**config.mk**
```make
export PLATFORM = sky130hd
export DESIGN_NAME = nibble_deserializer
export DESIGN_NICKNAME = d
export VERILOG_FILES = /design/src/rtl/nibble_deserializer.sv
export SDC_FILE = /design/constraint.sdc
export NUM_CORES = 1
export LEC_CHECK = 0
export CAP_MARGIN = 25
export CORE_UTILIZATION = 51
export CTS_CLUSTER_DIAMETER = 60
export CTS_CLUSTER_SIZE = 10
export DETAILED_ROUTE_END_ITERATION = 6
export PLACE_DENSITY = 0.81
export RECOVER_POWER = 25
export SETUP_SLACK_MARGIN = 0.3
export SLEW_MARGIN = 20
export SYNTH_ARGS = -nofsm -noshare
export SYNTH_HDL_FRONTEND = slang
export SYNTH_SLANG_ARGS = --single-unit
```
**constraint.sdc**
```tcl
create_clock -name clk_i -period 2 [get_ports clk_i]
set_input_delay 0.3 -clock clk_i [delete_from_list [all_inputs] [get_ports clk_i]]
set_output_delay 0.3 -clock clk_i [all_outputs]
set_load 0.02 [all_outputs]
```
**src/rtl/nibble_deserializer.sv**
```systemverilog
// Serial-to-parallel nibble receiver: frames 4 bits from a serial stream (MSB- or LSB-first)
// and presents each completed word on a registered valid/ready output.
//
// state  | meaning
// -------+----------------------------------------------------
// S_IDLE | waiting for a FRAME-qualified first bit
// S_RECV | collecting bits; cnt_q = bits already captured (1..3)
module nibble_deserializer (
    input  logic       clk_i,
    input  logic       rst_i,
    input  logic       enb_i,
    input  logic       dir_i,
    input  logic       frame_i,
    input  logic       s_in_i,
    input  logic       ready_i,
    input  logic       clr_i,
    output logic [3:0] q_o,
    output logic       valid_o,
    output logic       busy_o,
    output logic       overrun_o,
    output logic       sync_err_o
);

    typedef enum logic {
        S_IDLE = 1'b0,
        S_RECV = 1'b1
    } state_t;

    state_t     state_q, state_d;
    logic [3:0] sh_q, sh_d;
    logic [1:0] cnt_q, cnt_d;
    logic       dir_q, dir_d;
    logic [3:0] q_q, q_d;
    logic       valid_q, valid_d;
    logic       overrun_q, overrun_d;
    logic       sync_err_q, sync_err_d;
    logic       overrun_set;
    logic       sync_set;

    // dir=0 shifts toward the MSB (MSB-first stream), dir=1 toward the LSB.
    function automatic logic [3:0] insert_bit(input logic [3:0] sh, input logic b, input logic dir);
        insert_bit = dir ? {b, sh[3:1]} : {sh[2:0], b};
    endfunction

    always_comb begin
        state_d     = state_q;
        sh_d        = sh_q;
        cnt_d       = cnt_q;
        dir_d       = dir_q;
        q_d         = q_q;
        valid_d     = valid_q;
        overrun_set = 1'b0;
        sync_set    = 1'b0;

        if (valid_q && ready_i) begin
            valid_d = 1'b0;
        end

        if (enb_i) begin
            if (frame_i) begin
                // A frame start in RECV is a resync: the partial word is simply overwritten.
                sync_set = (state_q == S_RECV);
                dir_d    = dir_i;
                sh_d     = insert_bit(sh_q, s_in_i, dir_i);
                cnt_d    = 2'd1;
                state_d  = S_RECV;
            end else if (state_q == S_RECV) begin
                sh_d  = insert_bit(sh_q, s_in_i, dir_q);
                cnt_d = 2'(cnt_q + 2'd1);
                if (cnt_q == 2'd3) begin
                    state_d = S_IDLE;
                    if (!valid_q || ready_i) begin
                        q_d     = sh_d;
                        valid_d = 1'b1;
                    end else begin
                        overrun_set = 1'b1;
                    end
                end
            end
        end

        overrun_d  = overrun_set | (overrun_q & ~clr_i);
        sync_err_d = sync_set | (sync_err_q & ~clr_i);
    end

    always_ff @(posedge clk_i) begin
        if (rst_i) begin
            state_q    <= S_IDLE;
            sh_q       <= 4'b0000;
            cnt_q      <= 2'd0;
            dir_q      <= 1'b0;
            q_q        <= 4'b0000;
            valid_q    <= 1'b0;
            overrun_q  <= 1'b0;
            sync_err_q <= 1'b0;
        end else begin
            state_q    <= state_d;
            sh_q       <= sh_d;
            cnt_q      <= cnt_d;
            dir_q      <= dir_d;
            q_q        <= q_d;
            valid_q    <= valid_d;
            overrun_q  <= overrun_d;
            sync_err_q <= sync_err_d;
        end
    end

    assign q_o        = q_q;
    assign valid_o    = valid_q;
    assign busy_o     = (state_q == S_RECV);
    assign overrun_o  = overrun_q;
    assign sync_err_o = sync_err_q;

endmodule

```
# Word-level counts from Yosys, hierarchy flattened
# Index checks and enable logic that the tools add are counted.
[word_totals]
reg_bits = 15
in_bits = 8
out_inout_bits = 8
wordCells = 45
[classes]
addsub = 1
eq_ne = 1
mux = 22
n_bitwise = 6
n_reduce_logical = 7
[ops]
columns = ["op", "n"]
rows = [
  ["1-bit 2-to-1 mux", 16],
  ["4-bit 2-to-1 mux", 4],
  ["5-bit AND reduction", 1],
  ["2-bit 2-to-1 mux", 2],
  ["2-bit AND reduction", 2],
  ["2-bit by 1-bit adder with 2-bit output (second input constant)", 1],
  ["1-bit AND", 2],
  ["2-bit equality test (second input constant)", 1],
  ["1-bit NOT", 2],
  ["1-bit OR", 2],
  ["2-bit nonzero test", 1],
  ["1-bit logical AND", 1],
  ["1-bit logical NOT", 1],
  ["1-bit logical OR", 1],
]

# Depth between registers and ports, before layout
[depth]
depth_word = 8
depth_mapped = 5

# Worst setup path before layout
# Ideal clock, no wire load.
[synth_path]
path_type = "flip-flop to flip-flop"
from = "register state_q, in the netlist busy_o"
to = "register q_q[0], in the netlist q_o[0]"
setup_ps = 91
arrival_ps = 1137
t_required_ps = 1909
path_slack_ps = 772
stages_incl_launch_ff = 5
path_buffers = 1
synth_period_minus_slack_ps = 1228
path_cell_list = "dfxtp_1 -> and4b_1 -> buf_2 -> a21oi_1 -> a311oi_1"
[synth_between]
elab_chain_cells = 1
[synth_lines]
columns = ["element", "line_no", "rtl"]
rows = [
  ["start, declared", "29", "state_t state_q, state_d;"],
  ["start signal, assigned", "97", "state_q <= state_d;"],
  ["5-bit AND reduction (no line)", "n/a", ""],
  ["end signal, assigned", "101", "q_q <= q_d;"],
  ["end, declared", "33", "logic [3:0] q_q, q_d;"],
]
# No other way between the ends.
# A chain may end at the register's enable or synchronous reset.

# Worst setup path in the final report
[layout_path]
from = "input frame_i"
to = "register q_q[0], in the netlist q_o[0]"
[layout_between]
elab_chain_cells = 2
[layout_lines]
columns = ["element", "line_no", "rtl"]
rows = [
  ["start, declared", "13", "input logic frame_i,"],
  ["1-bit NOT (no line)", "n/a", ""],
  ["5-bit AND reduction (no line)", "n/a", ""],
]
# No other way between the ends.

==> results by stage <==
GRT:
- The via count of the first global-routing pass is 456.
- Global routing finished with a remaining overflow of 0.
- The initial antenna violation count was 0.
- The largest net degree at the start of global routing is 16.
- The wire length of the first global-routing pass is 1925 um.
- The global router's overall resource usage is 0.1897.

Setup path:
- STA puts the critical path data required time at about 2.2 ns.
- The worst-case reg-to-reg path depth is 3.
- The nature of the critical path startpoint is an input port.
- Data on the critical path arrives at its endpoint at around 1.8 ns.
- The startpoint of the worst-slack reg-to-reg timing path is dir_q$_SDFFE_PP0P_.
- The largest driver fanout on the critical path is 11.
- The worst setup path is captured at a flop.
- The worst setup path is of the input port to flop kind.
- The minimum setup slack among reg-to-reg paths is 0.58 ns.
- The end of the worst register-to-register path is sh_q[1]$_SDFFE_PP0P_.

Pwr:
- In this run the power spent charging and discharging nets is 0.1468 mW.
- Summed over all cells, the static leakage comes to 0.3105 nW.
- The internal power is 0.4213 mW.
- The worst-case IR drop observed on VDD is ~0.29 mV.
- The relative contribution of combinational cells to total power is 0.129.
- The share of total power in sequential cells is 0.566.
- The design draws ~0.57 mW.
- The power density of the placed cells is approximately 660 nW/um^2.
- The clock share of power is 0.305.
- Of the total power, the share spent switching nets is 0.2585.

STA:
- The setup-violating endpoint count in the final report is 0.
- After layout, the worst setup slack is ~0.43 ns.
- The final worst hold slack is roughly 0.48 ns.
- The final critical-path share of the clock period is 0.7854.
- The max-slew violation count is 0.
- Summed over all failing endpoints, the final setup total negative slack is 0 ns.
- The worst path needs 1.571 ns of the cycle, external delays included.
- The transition time of the tightest slew-check pin is 0.5374 ns.
- Setup repair after global routing left no endpoint under its margin.
- Based on the critical path, the design can be clocked at up to 636.7 MHz.
- The worst-case clock skew is 0.006683 ns.
- The worst pin sits at a relative slew slack of 0.6406.
- The count of endpoints failing hold in the final timing report is 0.

Finish:
- The filler-free cell count of the finished design is 104.
- The repair_antennas step left the layout with diodes totalling 0.
- The net count of the finished layout is 99.
- The area growth from synthesis to layout is 21.38%.
- After filler insertion, the fill cell instance count of the layout stands at 114.
- In the final layout, the multi-input gates occupy 369.1 sq um.
- Of the cells placed in the final design, the portion with a size suffix greater than 1 is 0.1124.
- The sequential cell area is 300.3 sq um.
- The end-of-flow core utilization is 0.6606.
- The area of all placed cells without fillers is about 860 sq um.
- In the layout the commonest cells are dfxtp_1 (15), clkdlybuf4s50_1 (13), a21oi_1 (9).
- Leaving out fill and tap cells, the most frequent cell in the layout is dfxtp_1.

Routing:
- The final routed DRC violation total is 0.
- The count of vias placed by the detailed router is 616.
- The routed via count divided by cell count is roughly 5.9.
- In this run, the number of DRC markers left after iteration 0 of detailed routing was 14.
- After detailed routing, the average wire length per cell comes to 12.84 um.
- The count of TritonRoute iterations in the first routing pass is 7.
- The detailed-route wire length is about 1300 um.
- The detail route stage leaves a number of antenna-violating nets equal to 0.

Synth:
- The number of warnings printed during yosys synthesis is 0.
- The average instance area after synthesis is 9.442 sq um.
- The synthesized design contains 15 register bits.
- Of all cell types, the one taking the most synthesized area is dfxtp_1.
- The predominant post-synthesis flop cell is dfxtp_1.
- The fraction of the yosys area taken by sequential cells is 0.4240.
- Of all flip-flops after synthesis, the portion carrying an async set or reset was 0.
- The mapped netlist covers 708.2 sq um.
- After technology mapping, the gate count stands at 75.
- The number of nets handed over by synthesis was 84.
- The share of the synthesized area in the top cell type is 0.4240.
- The post-synthesis cell type count is 25.
- The number of enable-type register cells in the synthesized netlist is 0.
- By area the synthesized netlist is led by dfxtp_1 (42%), a21oi_1 (6.4%), mux2_2 (6.4%), mux2i_1 (5.7%), nor3_1 (4.2%).

Flow run:
- The max-capacitance violation count is 0.

Placement:
- The congestion estimate from routability-driven global placement came to 0.7558.
- The number of buffer cells added on primary ports is 15.
- Summing all placed instances gives a cell area of 838.3 sq um.
- The worst slack after detailed placement is 0.2152 ns.
- The total instance count after detailed placement is 100.

Clocking:
- The clock latency of the later-clocked register in the worst-skew pair is 0.29 ns.
- TritonCTS built the clock tree.
- The number of sinks handled by clock tree synthesis is 15.
- Clock-pin slew was measured on the worst setup and hold paths at around 0.090 ns.
- TritonCTS created 3 clock buffers.
- The number of buffers on the longest clock path is 2.
- CTS built an H-tree with a depth of 1.
- The clock root buffer master is clkbuf_4.

Die:
- The top-level I/O count is 16.
- The initial utilization of the core area, before any placement, comes to 0.5442.
- The core footprint is 1301 sq um.
- The vertical die dimension is 39.27 um.
- The die area is 1542 sq um.
- The number of standard-cell rows in the floorplan is 13.
- The overall die width is 39.27 um.

Min path:
- The path with the worst hold slack has its endpoint at sync_err_o$_SDFF_PP0_.
- The hold path depth is 2.
- The path class of the tightest hold or removal check is flop to flop.
- The worst hold path begins at sync_err_o$_SDFF_PP0_.

Outcome:
- The flow ran to the end, and the final reports show no timing, DRC or antenna violations.
[critical path, cell delays in order]
cell	delay, ns
dlygate4sd3_1	0.68
and4b_1	0.45
a21oi_1	0.11
a311oi_1	0.23
[layer usage]
metal	wire (um)	part of all wire	vias up	track usage
met3	56	0.042	3	0.03409
li1	-	-	306	-
met2	589	0.44	23	0.2917
met4	14	0.010	0	0.1034
met5	0	0	-	0
met1	674	0.50	284	0.2483
[worst max-delay path by stage]
stage | from | to | slack [ns]
6_report | frame_i | q_o[0]$_SDFFE_PP0P_ | 0.43
5_1_grt | frame_i | q_o[0]$_SDFFE_PP0P_ | 0.34
4_1_cts | busy_o$_SDFFE_PP0P_ | busy_o | 0.33
3_5_place_dp | frame_i | q_o[2]$_SDFFE_PP0P_ | 0.22
3_3_place_gp | frame_i | q_o[2]$_SDFFE_PP0P_ | 0.25
2_1_floorplan | busy_o$_SDFFE_PP0P_ | q_o[0]$_SDFFE_PP0P_ | 0.77
[Yosys cell counts, drive strengths merged (2+ instances only)]
cell type,number
nor2b,2
a21oi,9
nand2b,2
a221oi,2
mux2i,5
mux2,4
nand3,2
a211oi,3
dfxtp,15
nor2,7
a311oi,2
buf,4
nand2,4
nor3,6
[registers in the layout, summed over array words and instances (netlist names)]
register / cells
sync_err_o: 1
valid_o: 1
busy_o: 1
overrun_o: 1
cnt_q: 2
dir_q: 1
sh_q: 4
q_o: 4
[repair_timing]
item,CTS,global route
buffers inserted,0,0
hold buffers,0,0
hold endpoints to repair,0,0
setup endpoints to repair,0,1
gates resized for setup,0,1
[cell families (layout without fill, tap and decap cells)]
logic type | count (synthesis) | count (layout) | synth area share
fa+ha+maj | 1 | 1 | 0.01767
mux | 9 | 9 | 0.1396
buf+inv | 5 | 19 | 0.05476
flops | 15 | 15 | 0.4240
compound gates | 19 | 19 | 0.1731
simple gates | 26 | 26 | 0.1908
[final cells by class]
class	instances	share of cell area
multi-input cells	55	0.4294
flip-flops and latches	15	0.3493
clock inverters	1	0.005822
clock buffers	3	0.02620
well taps	15	0.02183
repair buffers	15	0.1674
[power groups by stage]
stage	Combinational [mW]	Clock (mW)	Sequential, mW
after floorplan	0.0509	0	0.326
after global routing	0.0798	0.187	0.323
after CTS	0.0748	0.175	0.321
final	0.0733	0.173	0.321
after detailed placement	0.0741	0	0.328
after global placement	0.0727	0	0.328
Power figures use the tool's default switching activity.
==> patch 1 (same flow settings) <==
`sh_q` and `q_q` no longer have a reset.
--- a/src/rtl/nibble_deserializer.sv
+++ b/src/rtl/nibble_deserializer.sv
@@ -87,8 +87,6 @@
         if (rst_i) begin
             state_q    <= S_IDLE;
-            sh_q       <= 4'b0000;
             cnt_q      <= 2'd0;
             dir_q      <= 1'b0;
-            q_q        <= 4'b0000;
             valid_q    <= 1'b0;
             overrun_q  <= 1'b0;
@@ -96,12 +94,15 @@
         end else begin
             state_q    <= state_d;
-            sh_q       <= sh_d;
             cnt_q      <= cnt_d;
             dir_q      <= dir_d;
-            q_q        <= q_d;
             valid_q    <= valid_d;
             overrun_q  <= overrun_d;
             sync_err_q <= sync_err_d;
         end
+    end
+
+    always_ff @(posedge clk_i) begin
+        sh_q <= sh_d;
+        q_q  <= q_d;
     end
 
Behaviour: differs if rst_i is asserted again (counterexample within 10 cycles, from zero or initial values and one cycle with rst_i high); with rst_i held inactive, the same outputs for 10 cycles.
==> patch 1 against the unedited design <==
Largest power group unchanged. Sequential share of layout area rose by 8.4 points. Critical path depth fell by 1. Design area rose by 2.0%. Synthesized area fell by 2.7%. Power rose by 3.8%. Critical endpoint is now sh_q[0]. Sequential cell count did not move. Sequential power rose by 8.1%. Worst setup slack got worse by 50 ps. First-iteration DRC count fell by 64%. Largest cell class is now flip-flops and latches. Routed wire length fell by 14%. Via count fell by 26%. Die area fell by 2.5%. Register-to-register slack improved by 50 ps.
==> patch 1: results (changes against the unedited design) <==
status completed (unchanged); crit-path max FO 5 (was 11); vias in the first global route 429 (was 456); placed inst area 852 µm² (was 838 µm²); Leak Pwr 0.338 nW (was 0.311 nW); Worst EP arrival 1660 ps (was 1770 ps); I/O Buffers 15 (unchanged); dominant cells by area after synthesis edfxtp_1, dfxtp_1, mux2_4 (was dfxtp_1, a21oi_1, mux2_2); worst-margin pin slew 347 ps (was 537 ps); final setup fails 0 (unchanged); synthesized area per cell 13.8 µm² (was 9.44 µm²); Clk pin slew, worst setup/hold paths roughly 80 ps; clock buffer count from CTS 3 (unchanged); CTS root buffer clkbuf_4 (unchanged); drt wl/cell 14.0 µm (was 12.8 µm); initial antenna violation count 0 (unchanged); Post-CTS Setup Inserts 0 (unchanged); largest net degree at the start of global routing 10 (was 16); Total Routing Usage GR 20.4% (was 19.0%); Post-synth EDFFs 8 (was 0); drt first-iter violations 5 (was 14); GP Congestion 0.783 (was 0.756); skew final 3.07 ps (was 6.68 ps); grt ovf 0 (unchanged); Ys Warns 0 (unchanged); Post-Place Setup Slack 143 ps (was 215 ps); area delta synth->final 27.2% (was 21.4%); ys flop type edfxtp_1 (was dfxtp_1); synth cell count leaders edfxtp_1, dfxtp_1, a21oi_1, mux2_2, mux2_4 (was dfxtp_1, a21oi_1, nor2_1); Max IR drop VDD 387 µV (was 288 µV); detailed-placement wirelength estimate roughly 860 µm; Post-synth ARST share 0% (unchanged); worst hold path class flop to flop (unchanged); Max clock buf depth 2 (unchanged); sequential fraction of the synthesis area 55.2% (was 42.4%); Post-Syn Nets 59 (was 84); vias 456 (was 616); placed cells 78 (was 100); synth unique cells 22 (was 25); first-pass GRT wire length 1980 µm (was 1930 µm); Fillers 97 (was 114); Initial DRT Pass Iterations 4 (was 7); worst skew pair latency ~280 ps; share of post-route cells with drive strength above 1 22.1% (was 11.2%); H-Tree Depth 1 (unchanged); via/cell ratio 5.56 (was 5.92)
## patch 1: worst max-delay path, cell delays in order
cell,delay [ps]
dlygate4sd3_1,660
mux2i_4,360
mux2_4,330
## patch 1: path summary, 6_finish.rpt
kind                                  from          to  slack (ps)  cells after the start
worst max-delay path               frame_i     sh_q[0]         380                      3
worst max register to register    cnt_q[0]      q_o[0]         630                      3
worst min register to register  sync_err_o  sync_err_o         500                      2
worst min-delay path            sync_err_o  sync_err_o         500                      2
## patch 1: layout make-up
| cell class | instances | share of cell area, % |
|---|---|---|
| sequential | 15 | 43.4 |
| multi-input combinational | 31 | 32.5 |
| timing repair buffer | 17 | 18.7 |
| clock buffer | 4 | 3.00 |
| tap | 14 | 2.00 |
| inverter | 1 | 0.428 |
## patch 1: repair_timing
action                                  4_1_cts  5_1_grt
resized for setup                             0        1
endpoints found under the hold margin         0        0
endpoints found under the setup margin        0        1
## patch 1: metal layers
layer / track usage [%] / up-vias / wire length [µm]
li1: - / 225 / -
met1: 25.6 / 211 / 540
met2: 32.1 / 17 / 524
met3: 6.94 / 3 / 61
met4: 7.76 / 0 / 18
met5: 0 / - / 0
## patch 1: report_power, final
part           internal, mW  switching, mW  total, mW
clock network        0.0775         0.0933      0.171
registers             0.337         0.0105      0.347
logic                0.0448         0.0269     0.0717
## patch 1: cell families after synthesis
logic type,synth area share [%]
flops,55.2
simple gates,10.7
compound gates,10.3
mux,18.5
buf+inv,3.45
fa+ha+maj,1.81
==> patch 2 (config.mk and constraints unchanged) <==
Without the edit above. Reset style: asynchronous (`rst_i`), changed in one clocked block.
--- a/src/rtl/nibble_deserializer.sv
+++ b/src/rtl/nibble_deserializer.sv
@@ -84,5 +84,5 @@
     end
 
-    always_ff @(posedge clk_i) begin
+    always_ff @(posedge clk_i or posedge rst_i) begin
         if (rst_i) begin
             state_q    <= S_IDLE;
Formal check against the unedited RTL: differs if rst_i is asserted again (counterexample within 4 cycles, from zero or initial values and one cycle with rst_i high); with rst_i held inactive, the same outputs for 10 cycles.
==> patch 2 against the unedited design <==
Non-clock buffer count up 2. Synthesized area up 8.3%. Routed wire length up 9.3%. Highest routed layer unchanged. Design area up 11%. Sequential cell count unchanged. Worst setup slack better by 15 ps.
Power is not compared: it rests on default switching activity, and its combinational part moved more than twofold at a synthesized area within 25%.
==> patch 2: results (changes against the unedited design) <==
status completed (unchanged); worst hold path class input port to async pin (was flop to flop); Fillers 108 (was 114); compound-cell area share of the yosys netlist 11.7% (was 17.3%); dominant cells by area after synthesis dfrtp_1, mux2_2, nand2_1 (was dfxtp_1, a21oi_1, mux2_2); Post-Place Setup Slack 347 ps (was 215 ps); antenna diode count 0 (unchanged); overall power ~1.2 mW; ys flop type dfrtp_1 (was dfxtp_1); Initial DRT Pass Iterations 4 (was 7); Crit path largest cell delay 600 ps (was 680 ps); placed inst area 925 µm² (was 838 µm²); Nets 94 (was 99); Synth Area in XOR/XNOR 0% (unchanged); crit-path max FO 2 (was 11); vias in the first global route 491 (was 456); Worst EP arrival 1260 ps (was 1770 ps); Post-Layout Cell Count 99 (was 104); first-pass GRT wire length 2300 µm (was 1930 µm); mux contribution to synthesized area 20.2% (was 14.0%); drt wl/cell 14.7 µm (was 12.8 µm); Cells after Synth 66 (was 75); Total Routing Usage GR 22.0% (was 19.0%); synth cell count leaders dfrtp_1, mux2_2, nand2_1 (was dfxtp_1, a21oi_1, nor2_1); worst-margin pin slew 567 ps (was 537 ps); share of post-route cells with drive strength above 1 25.0% (was 11.2%); adder-cell share of the synthesized area 1.63% (was 1.77%); Post-Syn Nets 75 (was 84); GP Congestion 0.797 (was 0.756); sequential fraction of the synthesis area 48.9% (was 42.4%); synth unique cells 18 (was 25); I/O Buffers 15 (unchanged); Post-synth ARST share 100% (was 0%); Clk pin slew, worst setup/hold paths 100 ps; placed cells 95 (was 100); Synth area leader dfrtp_1 (was dfxtp_1); skew final 5.36 ps (was 6.68 ps); CP max-delay cell clkdlybuf4s50_1 (was dlygate4sd3_1)
==> patch 2: changes by cell type in the layout (fill, tap and decap cells not counted), moves of 3 or more <==
cell / change
nand2_1: +5
dfrtp_1: +14
a21oi_1: -9
inv_1: +4
mux2_2: +8
o21ai_0: +4
nor3_1: -6
a211oi_1: -3
dfxtp_1: -15
nor2_1: -7
==> patch 2: cell families (layout without fill, tap and decap cells) <==
logic type,Yosys count,after routing
multiplexers,14,14
flip-flops,15,15
adder cells (fa/ha/maj),1,1
AND/OR/NAND/NOR,15,15
AO/OA/AOI/OAI,14,14
buffers and inverters,7,25
==> patch 2: timing repair <==
action                                  4_1_cts  5_1_grt
hold buffers                                  0        0
gates resized for setup                       1        1
endpoints found under the setup margin        1        1
buffers inserted                              0        0
pin swaps                                     0        0
==> patch 2: layout make-up <==
cell class	instances	area, µm²	share of cell area (%)
flip-flops and latches	15	377	39.4
multi-input cells	44	350	36.7
repair buffers	17	168	17.6
clock buffers	4	26.3	2.75
well taps	15	18.8	1.97
inverters	4	15.0	1.57
==> patch 2: worst paths after layout <==
kind,end,cells past startpoint,startpoint,slack [ps]
setup / recovery,q_o[1],1,q_o[1],440
setup reg to reg,q_o[1],4,cnt_q[0],580
hold reg to reg,q_o[0],1,q_o[0],520
min in group clk_i,q_o[0],1,q_o[0],520
hold / removal,q_o[1],2,rst_i,490
max in group asynchronous,busy_o,2,rst_i,1100
==> patch 2: layer usage <==
metal | track usage (%) | share of wire (%) | wire (µm) | vias up
li1 | - | - | - | 270
met1 | 28.6 | 49 | 712 | 270
met2 | 34.8 | 46 | 678 | 19
met3 | 4.89 | 3.8 | 56 | 2
met4 | 10.0 | 0.75 | 11 | 0
met5 | 0 | 0 | 0 | -
